`src/rtl/mem_access_unit.sv`:
```
// -----------------------------------------------------------------------------
// mem_access_unit
//
// MEM-stage access sequencer placed directly after the region decoder.
// Takes a region-relative effective address plus one-hot region enables and
// turns each load/store into one of:
//   - a single-cycle RAM store (byte-lane write enables, no stall),
//   - a RAM load (synchronous read, 2-cycle stall, result pulse at T+2),
//   - an IO bus transaction (registered valid/ready handshake with timeout),
//   - a fault pulse (illegal size, misaligned, unmapped, read-only write).
//
// Ports
//   i_clk, i_rst          clock (rising edge), synchronous active-high reset
//   i_req_m .. i_wdata_m  MEM-stage request: store flag, size, load extension,
//                         effective address, right-aligned store data
//   i_*_en                region enables {io, stk, glb, txt, rv, tv}
//   o_ram_*               RAM bank select, strobe, byte enables, word
//                         address, lane-replicated store data
//   i_ram_rdata           RAM read data, valid one cycle after o_ram_en
//   o_io_* / i_io_*       IO request channel (valid/ready) and read data
//   o_stall_m             holds the upstream pipeline
//   o_rdata, o_rdata_valid  aligned/extended load result and its pulse
//   o_fault, o_fault_cause  fault pulse and cause code
// -----------------------------------------------------------------------------
module mem_access_unit #(
    parameter int DATA_W     = 32,
    parameter int ADDR_W     = 32,
    parameter int IO_TIMEOUT = 16
) (
    input  logic              i_clk,
    input  logic              i_rst,
    input  logic              i_req_m,
    input  logic              i_we_m,
    input  logic [1:0]        i_size_m,
    input  logic              i_unsigned_m,
    input  logic [ADDR_W-1:0] i_addr_eff_m,
    input  logic [DATA_W-1:0] i_wdata_m,
    input  logic              i_tv_en,
    input  logic              i_rv_en,
    input  logic              i_txt_en,
    input  logic              i_glb_en,
    input  logic              i_stk_en,
    input  logic              i_io_en,
    output logic [4:0]        o_ram_sel,
    output logic              o_ram_en,
    output logic [3:0]        o_ram_we,
    output logic [ADDR_W-1:0] o_ram_addr,
    output logic [DATA_W-1:0] o_ram_wdata,
    input  logic [DATA_W-1:0] i_ram_rdata,
    output logic              o_io_valid,
    output logic              o_io_we,
    output logic [3:0]        o_io_be,
    output logic [ADDR_W-1:0] o_io_addr,
    output logic [DATA_W-1:0] o_io_wdata,
    input  logic              i_io_ready,
    input  logic [DATA_W-1:0] i_io_rdata,
    output logic              o_stall_m,
    output logic [DATA_W-1:0] o_rdata,
    output logic              o_rdata_valid,
    output logic              o_fault,
    output logic [2:0]        o_fault_cause
);

    localparam int CNT_W = $clog2(IO_TIMEOUT + 1);

    localparam logic [2:0] CAUSE_NONE     = 3'd0;
    localparam logic [2:0] CAUSE_MISALIGN = 3'd1;
    localparam logic [2:0] CAUSE_UNMAPPED = 3'd2;
    localparam logic [2:0] CAUSE_RO_WRITE = 3'd3;
    localparam logic [2:0] CAUSE_IO_TMO   = 3'd4;
    localparam logic [2:0] CAUSE_SIZE     = 3'd5;

    typedef enum logic [1:0] {
        S_IDLE,
        S_RAM_RD,
        S_IO_WAIT,
        S_RESP
    } state_t;

    state_t r_state;
    state_t w_next_state;

    // Request classification
    logic [5:0]        w_en_vec;
    logic              w_onehot;
    logic              w_misaligned;
    logic [2:0]        w_cause;
    logic              w_accept;
    logic              w_fault_det;
    logic              w_ram_go;
    logic              w_io_go;
    logic [3:0]        w_be;
    logic [DATA_W-1:0] w_wdata_rep;
    logic [ADDR_W-1:0] w_word_addr;

    // IO completion / timeout in the current cycle
    logic              w_io_done;
    logic              w_io_tmo;

    // Registered state
    logic [1:0]        r_size;
    logic [1:0]        r_lane;
    logic              r_unsigned;
    logic              r_io_valid;
    logic              r_io_we;
    logic [3:0]        r_io_be;
    logic [ADDR_W-1:0] r_io_addr;
    logic [DATA_W-1:0] r_io_wdata;
    logic [CNT_W-1:0]  r_tmo_cnt;
    logic [DATA_W-1:0] r_rdata;
    logic              r_fault;
    logic [2:0]        r_fault_cause;

    // Shift the addressed lane down to bit 0, then zero- or sign-extend.
    function automatic logic [DATA_W-1:0] f_align(
        input logic [DATA_W-1:0] d,
        input logic [1:0]        size,
        input logic [1:0]        lane,
        input logic              uns
    );
        logic [DATA_W-1:0] sh;
        logic [DATA_W-1:0] res;
        sh = d >> {lane, 3'b000};
        case (size)
            2'b00:   res = uns ? {24'd0, sh[7:0]}  : {{24{sh[7]}}, sh[7:0]};
            2'b01:   res = uns ? {16'd0, sh[15:0]} : {{16{sh[15]}}, sh[15:0]};
            default: res = sh;
        endcase
        return res;
    endfunction

    assign w_en_vec     = {i_io_en, i_stk_en, i_glb_en, i_txt_en, i_rv_en, i_tv_en};
    assign w_onehot     = (w_en_vec != 6'd0) && ((w_en_vec & (w_en_vec - 6'd1)) == 6'd0);
    assign w_misaligned = ((i_size_m == 2'b01) && i_addr_eff_m[0]) ||
                          ((i_size_m == 2'b10) && (i_addr_eff_m[1:0] != 2'b00));
    assign w_word_addr  = {i_addr_eff_m[ADDR_W-1:2], 2'b00};

    // Fault checks in priority order; the first match wins.
    always_comb begin
        w_cause = CAUSE_NONE;
        if (i_size_m == 2'b11) begin
            w_cause = CAUSE_SIZE;
        end else if (w_misaligned) begin
            w_cause = CAUSE_MISALIGN;
        end else if (!w_onehot) begin
            w_cause = CAUSE_UNMAPPED;
        end else if (i_we_m && (i_tv_en || i_rv_en || i_txt_en)) begin
            w_cause = CAUSE_RO_WRITE;
        end
    end

    // Reset is folded in so the combinational strobes stay low while i_rst is high.
    assign w_accept    = (r_state == S_IDLE) && i_req_m && !i_rst;
    assign w_fault_det = w_accept && (w_cause != CAUSE_NONE);
    // With no fault the enables are one-hot, so i_io_en alone picks the path.
    assign w_ram_go    = w_accept && (w_cause == CAUSE_NONE) && !i_io_en;
    assign w_io_go     = w_accept && (w_cause == CAUSE_NONE) && i_io_en;

    always_comb begin
        case (i_size_m)
            2'b00:   w_be = 4'b0001 << i_addr_eff_m[1:0];
            2'b01:   w_be = 4'b0011 << {i_addr_eff_m[1], 1'b0};
            default: w_be = 4'b1111;
        endcase
    end

    always_comb begin
        case (i_size_m)
            2'b00:   w_wdata_rep = {4{i_wdata_m[7:0]}};
            2'b01:   w_wdata_rep = {2{i_wdata_m[15:0]}};
            default: w_wdata_rep = i_wdata_m;
        endcase
    end

    // The counter holds (number of valid cycles so far - 1); ready on the
    // last allowed cycle takes precedence over the timeout.
    assign w_io_done = (r_state == S_IO_WAIT) && i_io_ready;
    assign w_io_tmo  = (r_state == S_IO_WAIT) && !i_io_ready &&
                       (r_tmo_cnt == CNT_W'(IO_TIMEOUT - 1));

    // State register
    always_ff @(posedge i_clk) begin
        // NOTE: sequential state uses non-blocking assignments so every
        // register samples the pre-edge values regardless of statement order.
        if (i_rst) begin
            r_state <= S_IDLE;
        end else begin
            r_state <= w_next_state;
        end
    end

    // Next-state logic and combinational RAM/stall outputs
    always_comb begin
        // NOTE: all outputs of this block are defaulted up front so no
        // branch can leave one unassigned and infer a latch.
        w_next_state = r_state;
        o_ram_en     = 1'b0;
        o_ram_we     = 4'b0000;
        o_ram_sel    = 5'b00000;
        o_ram_addr   = '0;
        o_ram_wdata  = '0;
        o_stall_m    = 1'b0;

        case (r_state)
            S_IDLE: begin
                if (w_ram_go) begin
                    o_ram_en   = 1'b1;
                    o_ram_sel  = w_en_vec[4:0];
                    o_ram_addr = w_word_addr;
                    if (i_we_m) begin
                        o_ram_we    = w_be;
                        o_ram_wdata = w_wdata_rep;
                    end else begin
                        o_stall_m    = 1'b1;
                        w_next_state = S_RAM_RD;
                    end
                end else if (w_io_go) begin
                    o_stall_m    = 1'b1;
                    w_next_state = S_IO_WAIT;
                end
            end
            S_RAM_RD: begin
                o_stall_m    = 1'b1;
                w_next_state = S_RESP;
            end
            S_IO_WAIT: begin
                o_stall_m = 1'b1;
                if (w_io_done) begin
                    // Stores have no result to return and release at once.
                    w_next_state = r_io_we ? S_IDLE : S_RESP;
                end else if (w_io_tmo) begin
                    w_next_state = S_IDLE;
                end
            end
            S_RESP: begin
                w_next_state = S_IDLE;
            end
            default: begin
                w_next_state = S_IDLE;
            end
        endcase
    end

    // Datapath registers: request context, IO channel, timeout, result, fault
    always_ff @(posedge i_clk) begin
        // NOTE: every register here is reset, including the data holders,
        // because all outputs must read zero straight out of reset.
        if (i_rst) begin
            r_size        <= 2'b00;
            r_lane        <= 2'b00;
            r_unsigned    <= 1'b0;
            r_io_valid    <= 1'b0;
            r_io_we       <= 1'b0;
            r_io_be       <= 4'b0000;
            r_io_addr     <= '0;
            r_io_wdata    <= '0;
            r_tmo_cnt     <= '0;
            r_rdata       <= '0;
            r_fault       <= 1'b0;
            r_fault_cause <= CAUSE_NONE;
        end else begin
            r_fault       <= w_fault_det || w_io_tmo;
            r_fault_cause <= w_fault_det ? w_cause :
                             (w_io_tmo ? CAUSE_IO_TMO : CAUSE_NONE);

            if (w_ram_go || w_io_go) begin
                r_size     <= i_size_m;
                r_lane     <= i_addr_eff_m[1:0];
                r_unsigned <= i_unsigned_m;
            end

            if (w_io_go) begin
                r_io_valid <= 1'b1;
                r_io_we    <= i_we_m;
                r_io_be    <= w_be;
                r_io_addr  <= w_word_addr;
                r_io_wdata <= i_we_m ? w_wdata_rep : '0;
                r_tmo_cnt  <= '0;
            end else if (w_io_done || w_io_tmo) begin
                r_io_valid <= 1'b0;
                r_io_we    <= 1'b0;
                r_io_be    <= 4'b0000;
                r_io_addr  <= '0;
                r_io_wdata <= '0;
                r_tmo_cnt  <= '0;
            end else if (r_state == S_IO_WAIT) begin
                r_tmo_cnt <= r_tmo_cnt + CNT_W'(1);
            end

            if (r_state == S_RAM_RD) begin
                r_rdata <= f_align(i_ram_rdata, r_size, r_lane, r_unsigned);
            end else if (w_io_done && !r_io_we) begin
                r_rdata <= f_align(i_io_rdata, r_size, r_lane, r_unsigned);
            end
        end
    end

    assign o_io_valid    = r_io_valid;
    assign o_io_we       = r_io_we;
    assign o_io_be       = r_io_be;
    assign o_io_addr     = r_io_addr;
    assign o_io_wdata    = r_io_wdata;
    assign o_rdata       = r_rdata;
    assign o_rdata_valid = (r_state == S_RESP);
    assign o_fault       = r_fault;
    assign o_fault_cause = r_fault_cause;

endmodule

```
`config.mk`:
```
export PLATFORM = sky130hd
export DESIGN_NAME = mem_access_unit
export DESIGN_NICKNAME = d
export VERILOG_FILES = /design/src/rtl/mem_access_unit.sv
export SDC_FILE = /design/constraint.sdc
export NUM_CORES = 1
export LEC_CHECK = 0
export CORE_MARGIN = 2
export CORE_UTILIZATION = 41
export CTS_CLUSTER_SIZE = 30
export DETAILED_ROUTE_END_ITERATION = 16
export PLACE_DENSITY = 0.81
export SYNTH_ARGS = -nofsm -noshare
export SYNTH_HDL_FRONTEND = slang
export SYNTH_SLANG_ARGS = --single-unit
```
`constraint.sdc`:
```
create_clock -name i_clk -period 3.2 [get_ports i_clk]
set_clock_uncertainty 0.05 [all_clocks]
set_input_delay 0.64 -clock i_clk [delete_from_list [all_inputs] [get_ports i_clk]]
set_output_delay 0.64 -clock i_clk [all_outputs]
set_load 0.02 [all_outputs]
```
==> results.tsv, run 1 <==
stage	metric	value	unit
run_status	status	finished, final reports clean	
route	via_count	7551	
yosys	synth_top_family_by_area	simple AND/OR/NAND/NOR gates	
global_routing	grtUsageTotal	0.302	
clocking	clock-sinks	116	
setup_path	critical_path_class	input port to output pin	
hold_path	hp-class	flop to flop	
route	drc	0	
timing	max-slew-margin-rel	0.314	
placement	hpwlAfterDp	19800	um
setup_path	rr_worst_depth	7	
yosys	ys_seq_area_frac	0.347	
route	drt_wl_total	27200	um
setup_path	cp-start-kind	input port	
global_routing	grt_util_met1	0.360	
clocking	path_clk_slew	0.06	ns
timing	finalSetupViolCount	0	
clocking	cts_root_buffer	clkbuf_16	
clocking	clock_path_buffers	2	
clocking	cts_tree	built	
yosys	ys_top_cells_by_area	dfxtp_1 (35%), o21ai_0 (9.1%), mux2i_1 (7.8%), mux2_2 (5.7%), nand3_1 (5.2%)	
yosys	synthAdderAreaFrac	0.0112	
yosys	synth_top_area_share	0.347	
yosys	synth_async_sr_flop_share	0	
timing	fmax	320	MHz
yosys	syn_inst	845	
setup_path	crit_chain	clkdlybuf4s50_1, nand2_1, or2_4, a211oi_4, nand2_4, inv_6, bufbuf_16, and2_1, buf_4	
global_routing	grt_pass1_wl	41300	um
clocking	hold_buffers	0	
yosys	ys_ff_latch	116	
hold_path	min_path_cells	2	
finish	nNetsFinal	1329	
setup_path	worst_setup_path_end_kind	output pin	
clocking	numCtsBuffers	17	
floorplanning	die_h	132	um
power	power_frac_comb	0.300	
timing	worst_slack	0.0736	ns
global_routing	met2_usage	0.517	
timing	min_period	3.13	ns
power	p_sw	1.65	mW
setup_path	critical_path_depth	9	
yosys	synth-main-ff-cell	dfxtp_1	
power	intPower	3.68	mW
floorplanning	num_io_pins	324	
setup_path	crit_arrival	2.44	ns
floorplanning	dieArea	17400	um^2
clocking	insertion_delay	0.41	ns
timing	slew_viol_final	0	
route	viasPerCell	5.36	
timing	hold_slack	0.398	ns
power	power.density	490	nW/um^2
route	dr.pass1.iters	5	
yosys	synth_common_cells	o21ai_0 (121), dfxtp_1 (116), nand2_1 (85)	
yosys	synth-edff-count	0	
power	leakage	4.30	nW
route	wl_per_cell	19.3	um
yosys	synth_cell_types	51	
setup_path	crit_buf_inv	4	
route	antenna_left	0	
yosys	syn_avg_cell_area	7.92	um^2
placement	routabilityCongestion	0.959	
yosys	synth.most_common_cell	o21ai_0	
power	swShare	0.309	
placement	portBuffers	319	
setup_path	crit_fanout	9	
floorplanning	core_area	15900	um^2
setup_path	max_stage_delay	0.46	ns
yosys	synthXorXnorAreaFrac	0.00654	
global_routing	met3_usage	0.0915	
clocking	cts_max_level	4	
timing	hold_viol	0	
setup_path	critPathRequiredTime	2.51	ns
global_routing	grt.busiest_layer	met2	
global_routing	grt.overflow.total	0	
floorplanning	fp-row-count	46	
yosys	synth_warnings	0	
yosys	synthSimpleGateAreaFrac	0.241	
route	drtIter0Drc	550	
finish	syn_to_final_growth	62.5	%
yosys	synth_largest_area_cell	dfxtp_1	
yosys	syn_area	6690	um^2
floorplanning	start_util	0.420	
setup_path	path_delay_family	buffers and inverters	
finish	fill_cells	1334	
yosys	synth_compound_area_frac	0.191	
job	max_cap_viol_count	0	
yosys	synthMuxAreaShare	0.142	
finish	drive_gt1_frac	0.201	
floorplanning	die_w	132	um
timing	finalCritPeriodShare	0.977	
power	p_seq_frac	0.310	
power	p_clk_frac	0.389	
setup_path	slowest_stage	clkdlybuf4s50_1	
placement	place_ws	-0.585	ns
global_routing	grt_pass1_vias	7143	
timing	tightest_slew	1.03	ns
global_routing	grt_max_degree	74	
power	ir_drop	0.000357	V
global_routing	antenna_found_initial	2	
[logic make-up after synthesis]
kind of cell / count (synthesis)
muxes: 88
other: 1
and+or+nand+nor: 327
adders and majority gates: 6
buffers and inverters: 87
DFF: 116
xor gates and xnor gates: 5
AOI/OAI and AO/OA: 215
[state kept, by name, indices dropped and copies added (netlist names)]
register and cells:
o_fault 1, r_lane 2, o_io_valid 1, r_unsigned 1, o_io_wdata 32, o_io_be 4
r_tmo_cnt 5, r_size 2, o_fault_cause 3, o_rdata 32, o_io_we 1, o_io_addr 30
r_state 2
[path summary, 6_finish.rpt]
| check | start | slack [ns] | end |
|---|---|---|---|
| worst min-delay path | o_rdata[10] | 0.40 | o_rdata[10] |
| worst max-delay path | i_req_m | 0.07 | o_ram_addr[18] |
| worst max register to register | r_state[0] | 0.51 | o_rdata[5] |
| worst min register to register | o_rdata[10] | 0.40 | o_rdata[10] |
[worst reg2reg max path: stages (launching register included)]
cell,delay (ns)
dfxtp_1,0.34
inv_1,0.10
ha_1,0.42
nand2_1,0.12
or3_1,0.63
o21ai_0,0.64
mux2i_1,0.16
a21oi_1,0.17
[routing by layer]
metal  up-vias  wire, um
met1      3516     10700
met2       360     13500
met4         2       668
li1       3628         -
met5         -        16
met3        45      2320
[placed cells by master (no fill, tap or decap), drive strengths merged, types with 3 or more instances in the layout]
cell type      netlist  final
nor2                58     58
a21oi               29     29
or2                  3      3
nand3               69     69
a22oi               20     20
nand2b              35     35
a31oi               13     13
mux2i               52     52
inv                 11     11
a2bb2oi             14     14
o21ai              121    121
dlygate4sd2          0      3
mux2                34     34
bufinv               0      4
clkbuf              40     28
conb                 1      4
nor2b                4      4
and3                 9      9
xor2                 3      3
a211oi               5      5
clkdlybuf4s50        0    235
nand2               86     86
and2                46     46
buf                 36    143
ha                   6      6
nor3                 8      8
dfxtp              116    116
nor3b                4      4
clkinv               0      3
[what timing repair did]
item	CTS	global route
endpoints found under the setup margin	73	17
setup buffers	2	3
pin swaps	5	7
gates resized for setup	336	21
cloned	2	0
hold endpoints to repair	0	0
[power groups by stage]
stage               sequential (mW)  combinational, mW  clock (mW)
floorplan                      1.79              0.710           0
global placement               1.68               1.56           0
CTS                            1.65               1.58        2.09
finish                         1.65               1.60        2.07
detailed placement             1.68               1.58           0
global route                   1.66               1.72        2.18
[cell type report]
type                    instances  area [um^2]  area share
multi-input cells             645         4060       0.374
repair buffers                390         3520       0.324
flip-flops and latches        116         2320       0.214
clock buffers                  23          498      0.0458
well taps                     216          270      0.0249
clock inverters                 8          146      0.0135
inverters                      11         46.3     0.00426
diodes                          1         2.50    0.000230
[metrics by stage]
stage	power, mW	instances	instance area (um^2)	util	TNS, ns
finish	5.33	1410	10900	0.682	0
global route	5.56	1410	10900	0.682	-0.000205
CTS	5.33	1406	10800	0.678	0
detailed placement	3.25	1372	10300	0.649	-36.14
global placement	3.24	1372	10300	0.649	-35.23
floorplan	2.50	848	6700	-	0
Power figures use the tool's default switching activity.
==> run 2, diff against run 1 <==
--- a/config.mk
+++ b/config.mk
@@ -6,10 +6,10 @@
 export NUM_CORES = 1
 export LEC_CHECK = 0
 export CORE_MARGIN = 2
-export CORE_UTILIZATION = 41
+export CORE_UTILIZATION = 45
 export CTS_CLUSTER_SIZE = 30
 export DETAILED_ROUTE_END_ITERATION = 16
-export PLACE_DENSITY = 0.81
+export PLACE_DENSITY = 0.88
 export SYNTH_ARGS = -nofsm -noshare
 export SYNTH_HDL_FRONTEND = slang
 export SYNTH_SLANG_ARGS = --single-unit
==> constraint.sdc (replaced) <==
create_clock -name i_clk -period 3.9 [get_ports i_clk]
set_clock_uncertainty 0.05 [all_clocks]
set_input_delay 0.78 -clock i_clk [delete_from_list [all_inputs] [get_ports i_clk]]
set_output_delay 0.78 -clock i_clk [all_outputs]
set_load 0.02 [all_outputs]
==> run 2 against run 1 <==
Global-route usage up 0.68 points. Register-to-register slack improved by 0.62 ns. Cell area decreased by 2.0%. Core utilization up 5.1 points. Final cell count shrank 4.7%. Combinational power decreased by 20%. Sequential power is 18% lower. Critical path type unchanged. Largest cell class unchanged. Largest power group unchanged.
==> results.tsv, run 2 (synthesis gave the netlist of run 1 again) <==
stage	metric	value	unit
clocking	hold_buffers	0	
finish	nNetsFinal	1296	
finish	fin_cells	1344	
global_routing	grt_pass1_wl	38800	um
finish	seq_area	2320	um^2
finish	multi_input_area	4040	um^2
clocking	clock_path_buffers	2	
timing	finalSetupViolCount	0	
placement	hpwlAfterDp	18800	um
clocking	clock-sinks	116	
finish	drive_gt1_frac	0.111	
clocking	cts_max_level	4	
setup_path	critical_path_depth	9	
setup_path	crit_chain	clkdlybuf4s50_1, nor4_2, buf_4, o31ai_4, a211oi_4, buf_4, buf_6, and3_1, dlygate4sd2_1	
floorplanning	die_h	126	um
setup_path	reg2reg_from	r_state[0]	
floorplanning	start_util	0.460	
setup_path	critical_path_class	input port to output pin	
placement	dp.cells	1312	
clocking	cts_tree	built	
setup_path	crit_arrival	2.95	ns
timing	fmax	264	MHz
placement	portBuffers	319	
clocking	numCtsBuffers	17	
timing	rsz0062_at_grt	false	
setup_path	crit_buf_inv	5	
timing	hold_viol	0	
floorplanning	fp-row-count	44	
floorplanning	dieArea	15900	um^2
finish	final_cell_mix	clkdlybuf4s50_1 (241), o21ai_0 (120), dfxtp_1 (115)	
job	max_cap_viol_count	0	
route	antenna_left	0	
setup_path	crit_path_frequent_cell	buf_4	
route	viasPerCell	5.64	
setup_path	rr_worst_depth	7	
setup_path	reg2reg_to	o_rdata[21]	
floorplanning	die_w	126	um
global_routing	grt.overflow.total	0	
timing	max-slew-margin-rel	0.395	
run_status	status	finished, final reports clean	
route	drt_wl_total	25800	um
floorplanning	core_area	14500	um^2
finish	syn_to_final_growth	59.2	%
setup_path	critical_path.endpoint	o_ram_wdata[1]	
timing	finalCritPeriodShare	0.970	
global_routing	antenna_found_initial	0	
setup_path	critPathRequiredTime	3.07	ns
finish	fill_cells	1085	
timing	tightest_slew	0.905	ns
power	leakage	4.19	nW
route	dr.pass1.iters	5	
power	power.density	385	nW/um^2
clocking	cts_root_buffer	clkbuf_16	
global_routing	grtUsageTotal	0.309	
route	via_count	7581	
global_routing	grt_pass1_vias	7146	
clocking	insertion_delay	0.41	ns
setup_path	worst_setup_path_end_kind	output pin	
finish	diodes	0	
setup_path	slowest_stage	clkdlybuf4s50_1	
timing	setup_tns	0	ns
setup_path	max_stage_delay	0.47	ns
hold_path	hp-class	flop to flop	
floorplanning	num_io_pins	324	
setup_path	path_delay_family	buffers and inverters	
setup_path	crit_start	i_glb_en	
route	drtIter0Drc	600	
global_routing	grt_max_degree	134	
finish	mostFrequentLayoutCell	clkdlybuf4s50_1	
power	ir_drop	0.000490	V
clocking	path_clk_slew	0.06	ns
placement	routabilityCongestion	0.904	
route	drc	0	
timing	min_period	3.78	ns
setup_path	r2r_slack	1.13	ns
setup_path	crit_fanout	14	
timing	slew_viol_final	0	
setup_path	cp-start-kind	input port	
route	wl_per_cell	19.2	um
[run 2: cell count changes in the layout (fill, tap and decap cells not counted), moves of 5 or more]
cell,previous run,this run
clkdlybuf4s15_1,1,16
buf_2,50,3
dlygate4sd2_1,3,49
buf_4,84,32
clkdlybuf4s15_2,0,5
clkbuf_2,5,0
clkdlybuf4s50_1,235,241
[run 2: timing repair]
item | 4_1_cts | 5_1_grt
pin swaps | 2 | 3
buffers inserted | 1 | 0
resized for setup | 103 | 17
gates cloned | 0 | 0
setup endpoints to repair | 72 | 52
[run 2: how the worst min path moves through the flow]
| stage | start | endpoint | cells past startpoint |
|---|---|---|---|
| 2_1_floorplan | r_tmo_cnt[4] | r_tmo_cnt[4] | 2 |
| 3_3_place_gp | o_rdata[12] | o_rdata[12] | 2 |
| 3_5_place_dp | o_io_valid | o_io_valid | 2 |
| 4_1_cts | o_io_valid | o_io_valid | 2 |
| 5_1_grt | o_rdata[11] | o_rdata[11] | 2 |
| 6_report | o_rdata[1] | o_rdata[1] | 2 |
[run 2: layout make-up]
cell class | instances | share of cell area
clock inverter | 9 | 0.00763
clock buffer | 22 | 0.0436
inverter | 11 | 0.00388
tap | 184 | 0.0216
sequential | 116 | 0.218
multi-input combinational | 645 | 0.379
timing repair buffer | 357 | 0.326
[run 2: worst reg2reg max path, stage by stage (launching register included)]
cell,delay (ns)
dfxtp_1,0.40
inv_1,0.09
ha_1,0.36
nand2_1,0.14
or3_1,0.51
a311o_1,0.37
a21boi_1,0.56
a21oi_1,0.15
[run 2: per-layer routing]
metal  global-route usage  part of all wire  up-vias
met3               0.0794             0.086       67
met1                0.365              0.38     3557
met4                0.162             0.042        0
li1                     -                 -     3559
met5                    0                 0        -
met2                0.517              0.49      398
[run 2: where the power goes]
part / switching [mW] / internal, mW
clock: 0.556 / 0.901
combinational: 0.725 / 0.560
sequential: 0.0657 / 1.29
total: 1.35 / 2.75
[run 2: stage by stage]
| stage | area [um^2] | power, mW | worst slack [ns] | util | hold slack [ns] |
|---|---|---|---|---|---|
| floorplan | 6700 | 2.05 | 0.623 | - | 0.406 |
| global placement | 10100 | 2.62 | -0.227 | 0.695 | 0.390 |
| detailed placement | 10100 | 2.64 | -0.287 | 0.695 | 0.388 |
| CTS | 10600 | 4.10 | 0.00550 | 0.730 | 0.401 |
| global route | 10700 | 4.28 | 0.00735 | 0.733 | 0.422 |
| finish | 10700 | 4.10 | 0.118 | 0.733 | 0.400 |
==> run 3, diff against run 2 <==
==> constraint.sdc (replaced) <==
create_clock -name i_clk -period 4.52 [get_ports i_clk]
set_clock_uncertainty 0.05 [all_clocks]
set_input_delay 0.904 -clock i_clk [delete_from_list [all_inputs] [get_ports i_clk]]
set_output_delay 0.904 -clock i_clk [all_outputs]
set_load 0.02 [all_outputs]
==> run 3 against run 2 <==
Cell area fell by 0.63%. Clock power fell by 12%. Via count fell by 0.96%. Worst hold slack improved by 0.0026 ns. Largest cell class unchanged. Sequential cell count did not move. Non-clock buffer count fell by 12. Critical path depth rose by 1. Die area did not move. Register-to-register slack improved by 0.58 ns.
==> results.tsv, run 3 (synthesis gave the netlist of run 1 again) <==
stage	metric	value	unit
run_status	status	finished, final reports clean	
route	antenna_left	0	
global_routing	grt_max_degree	134	
timing	min_period	4.43	ns
floorplanning	num_io_pins	324	
setup_path	r2r_slack	1.71	ns
finish	fin_area	10600	um^2
hold_path	hp-class	flop to flop	
power	leakage	3.98	nW
placement	dp.cells	1301	
finish	final_cell_mix	clkdlybuf4s50_1 (308), o21ai_0 (121), dfxtp_1 (115)	
placement	place_ws	0.0639	ns
placement	routabilityCongestion	0.942	
clocking	cts_root_buffer	clkbuf_16	
clocking	cts_tree	built	
global_routing	grt.overflow.total	0	
clocking	post_cts_buffers	0	
clocking	numCtsBuffers	17	
timing	hold_slack	0.403	ns
global_routing	grt_util_met1	0.355	
floorplanning	core_area	14500	um^2
clocking	hold_buffers	0	
route	drtIter0Drc	527	
finish	mostFrequentLayoutCell	clkdlybuf4s50_1	
clocking	clock_path_buffers	2	
setup_path	critPathRequiredTime	3.57	ns
clocking	cts-resized-gates	0	
timing	slew_viol_final	0	
floorplanning	fp-row-count	44	
timing	worst_slack	0.0877	ns
floorplanning	dieArea	15900	um^2
finish	fill_cells	1079	
global_routing	met2_usage	0.532	
finish	diodes	0	
route	wl_per_cell	19.1	um
global_routing	antenna_found_initial	0	
route	via_count	7508	
floorplanning	die_h	126	um
route	drt_wl_total	25500	um
clocking	cts_max_level	4	
setup_path	worst_setup_path_end_kind	output pin	
global_routing	grt_pass1_wl	38200	um
setup_path	crit_fanout	14	
timing	finalSetupViolCount	0	
global_routing	grt_pass1_vias	7131	
route	drc	0	
floorplanning	start_util	0.460	
global_routing	grtUsageTotal	0.305	
clocking	insertion_delay	0.42	ns
floorplanning	die_w	126	um
power	power.density	335	nW/um^2
timing	fmax	226	MHz
power	ir_drop	0.000275	V
finish	drive_gt1_frac	0.0957	
setup_path	crit_arrival	3.48	ns
global_routing	grt.busiest_layer	met2	
placement	hpwlAfterDp	18800	um
placement	portBuffers	319	
timing	hold_viol	0	
power	power	3.55	mW
finish	fin_cells	1333	
placement	placed_area	9990	um^2
global_routing	met3_usage	0.0756	
timing	max-slew-margin-rel	0.259	
timing	tightest_slew	1.11	ns
setup_path	cp-start-kind	input port	
setup_path	critical_path_class	input port to output pin	
route	dr.pass1.iters	5	
job	max_cap_viol_count	0	
clocking	path_clk_slew	0.06	ns
finish	syn_to_final_growth	58.2	%
clocking	clock-sinks	116	
route	viasPerCell	5.63	
timing	finalCritPeriodShare	0.981	
finish	nNetsFinal	1284	
[run 3: cell count changes in the layout (fill, tap and decap cells not counted), sizes merged]
cell	change
clkdlybuf4s50	+67
dlygate4sd2	-49
clkdlybuf4s15	-21
buf	-14
dlymetal6s2s	+5
clkbuf	-2
clkinvlp	+2
inv	+2
clkinv	-1
[run 3: final timing paths]
| path | from | end | depth (start not counted) |
|---|---|---|---|
| min reg2reg | o_rdata[10] | o_rdata[10] | 2 |
| min | o_rdata[10] | o_rdata[10] | 2 |
| max reg2reg | r_state[1] | o_rdata[17] | 7 |
| max | i_stk_en | o_ram_addr[31] | 10 |
[run 3: critical path, cell delays in order]
cell	delay (ns)
clkdlybuf4s50_1	0.59
buf_4	0.18
xor2_1	0.17
o211ai_1	0.18
a211oi_4	0.33
nand2_4	0.08
inv_2	0.14
buf_12	0.15
and2_1	0.13
clkdlybuf4s50_1	0.63
[run 3: metal layers]
| layer | wire length [um] | part of all wire |
|---|---|---|
| met1 | 9760 | 0.38 |
| met5 | 0 | 0 |
| met4 | 873 | 0.034 |
| met2 | 12700 | 0.50 |
| met3 | 2110 | 0.083 |
[run 3: layout make-up]
class / instances / area (um^2) / area share
inverters: 11 / 41.3 / 0.00390
repair buffers: 345 / 3440 / 0.325
clock inverters: 12 / 105 / 0.00993
flip-flops and latches: 116 / 2320 / 0.219
well taps: 184 / 230 / 0.0217
multi-input cells: 645 / 3990 / 0.377
clock buffers: 20 / 457 / 0.0431
[run 3: power breakdown]
part	internal (mW)	switching, mW	total, mW
combinational	0.476	0.620	1.10
sequential	1.11	0.0549	1.17
clock	0.782	0.502	1.28
total	2.37	1.18	3.55
[run 3: metrics by stage]
step / utilization / setup TNS (ns)
2_1_floorplan: - / 0
3_3_place_gp: 0.687 / 0
3_5_place_dp: 0.687 / 0
4_1_cts: 0.726 / 0
5_1_grt: 0.728 / -0.000639
6_report: 0.728 / 0
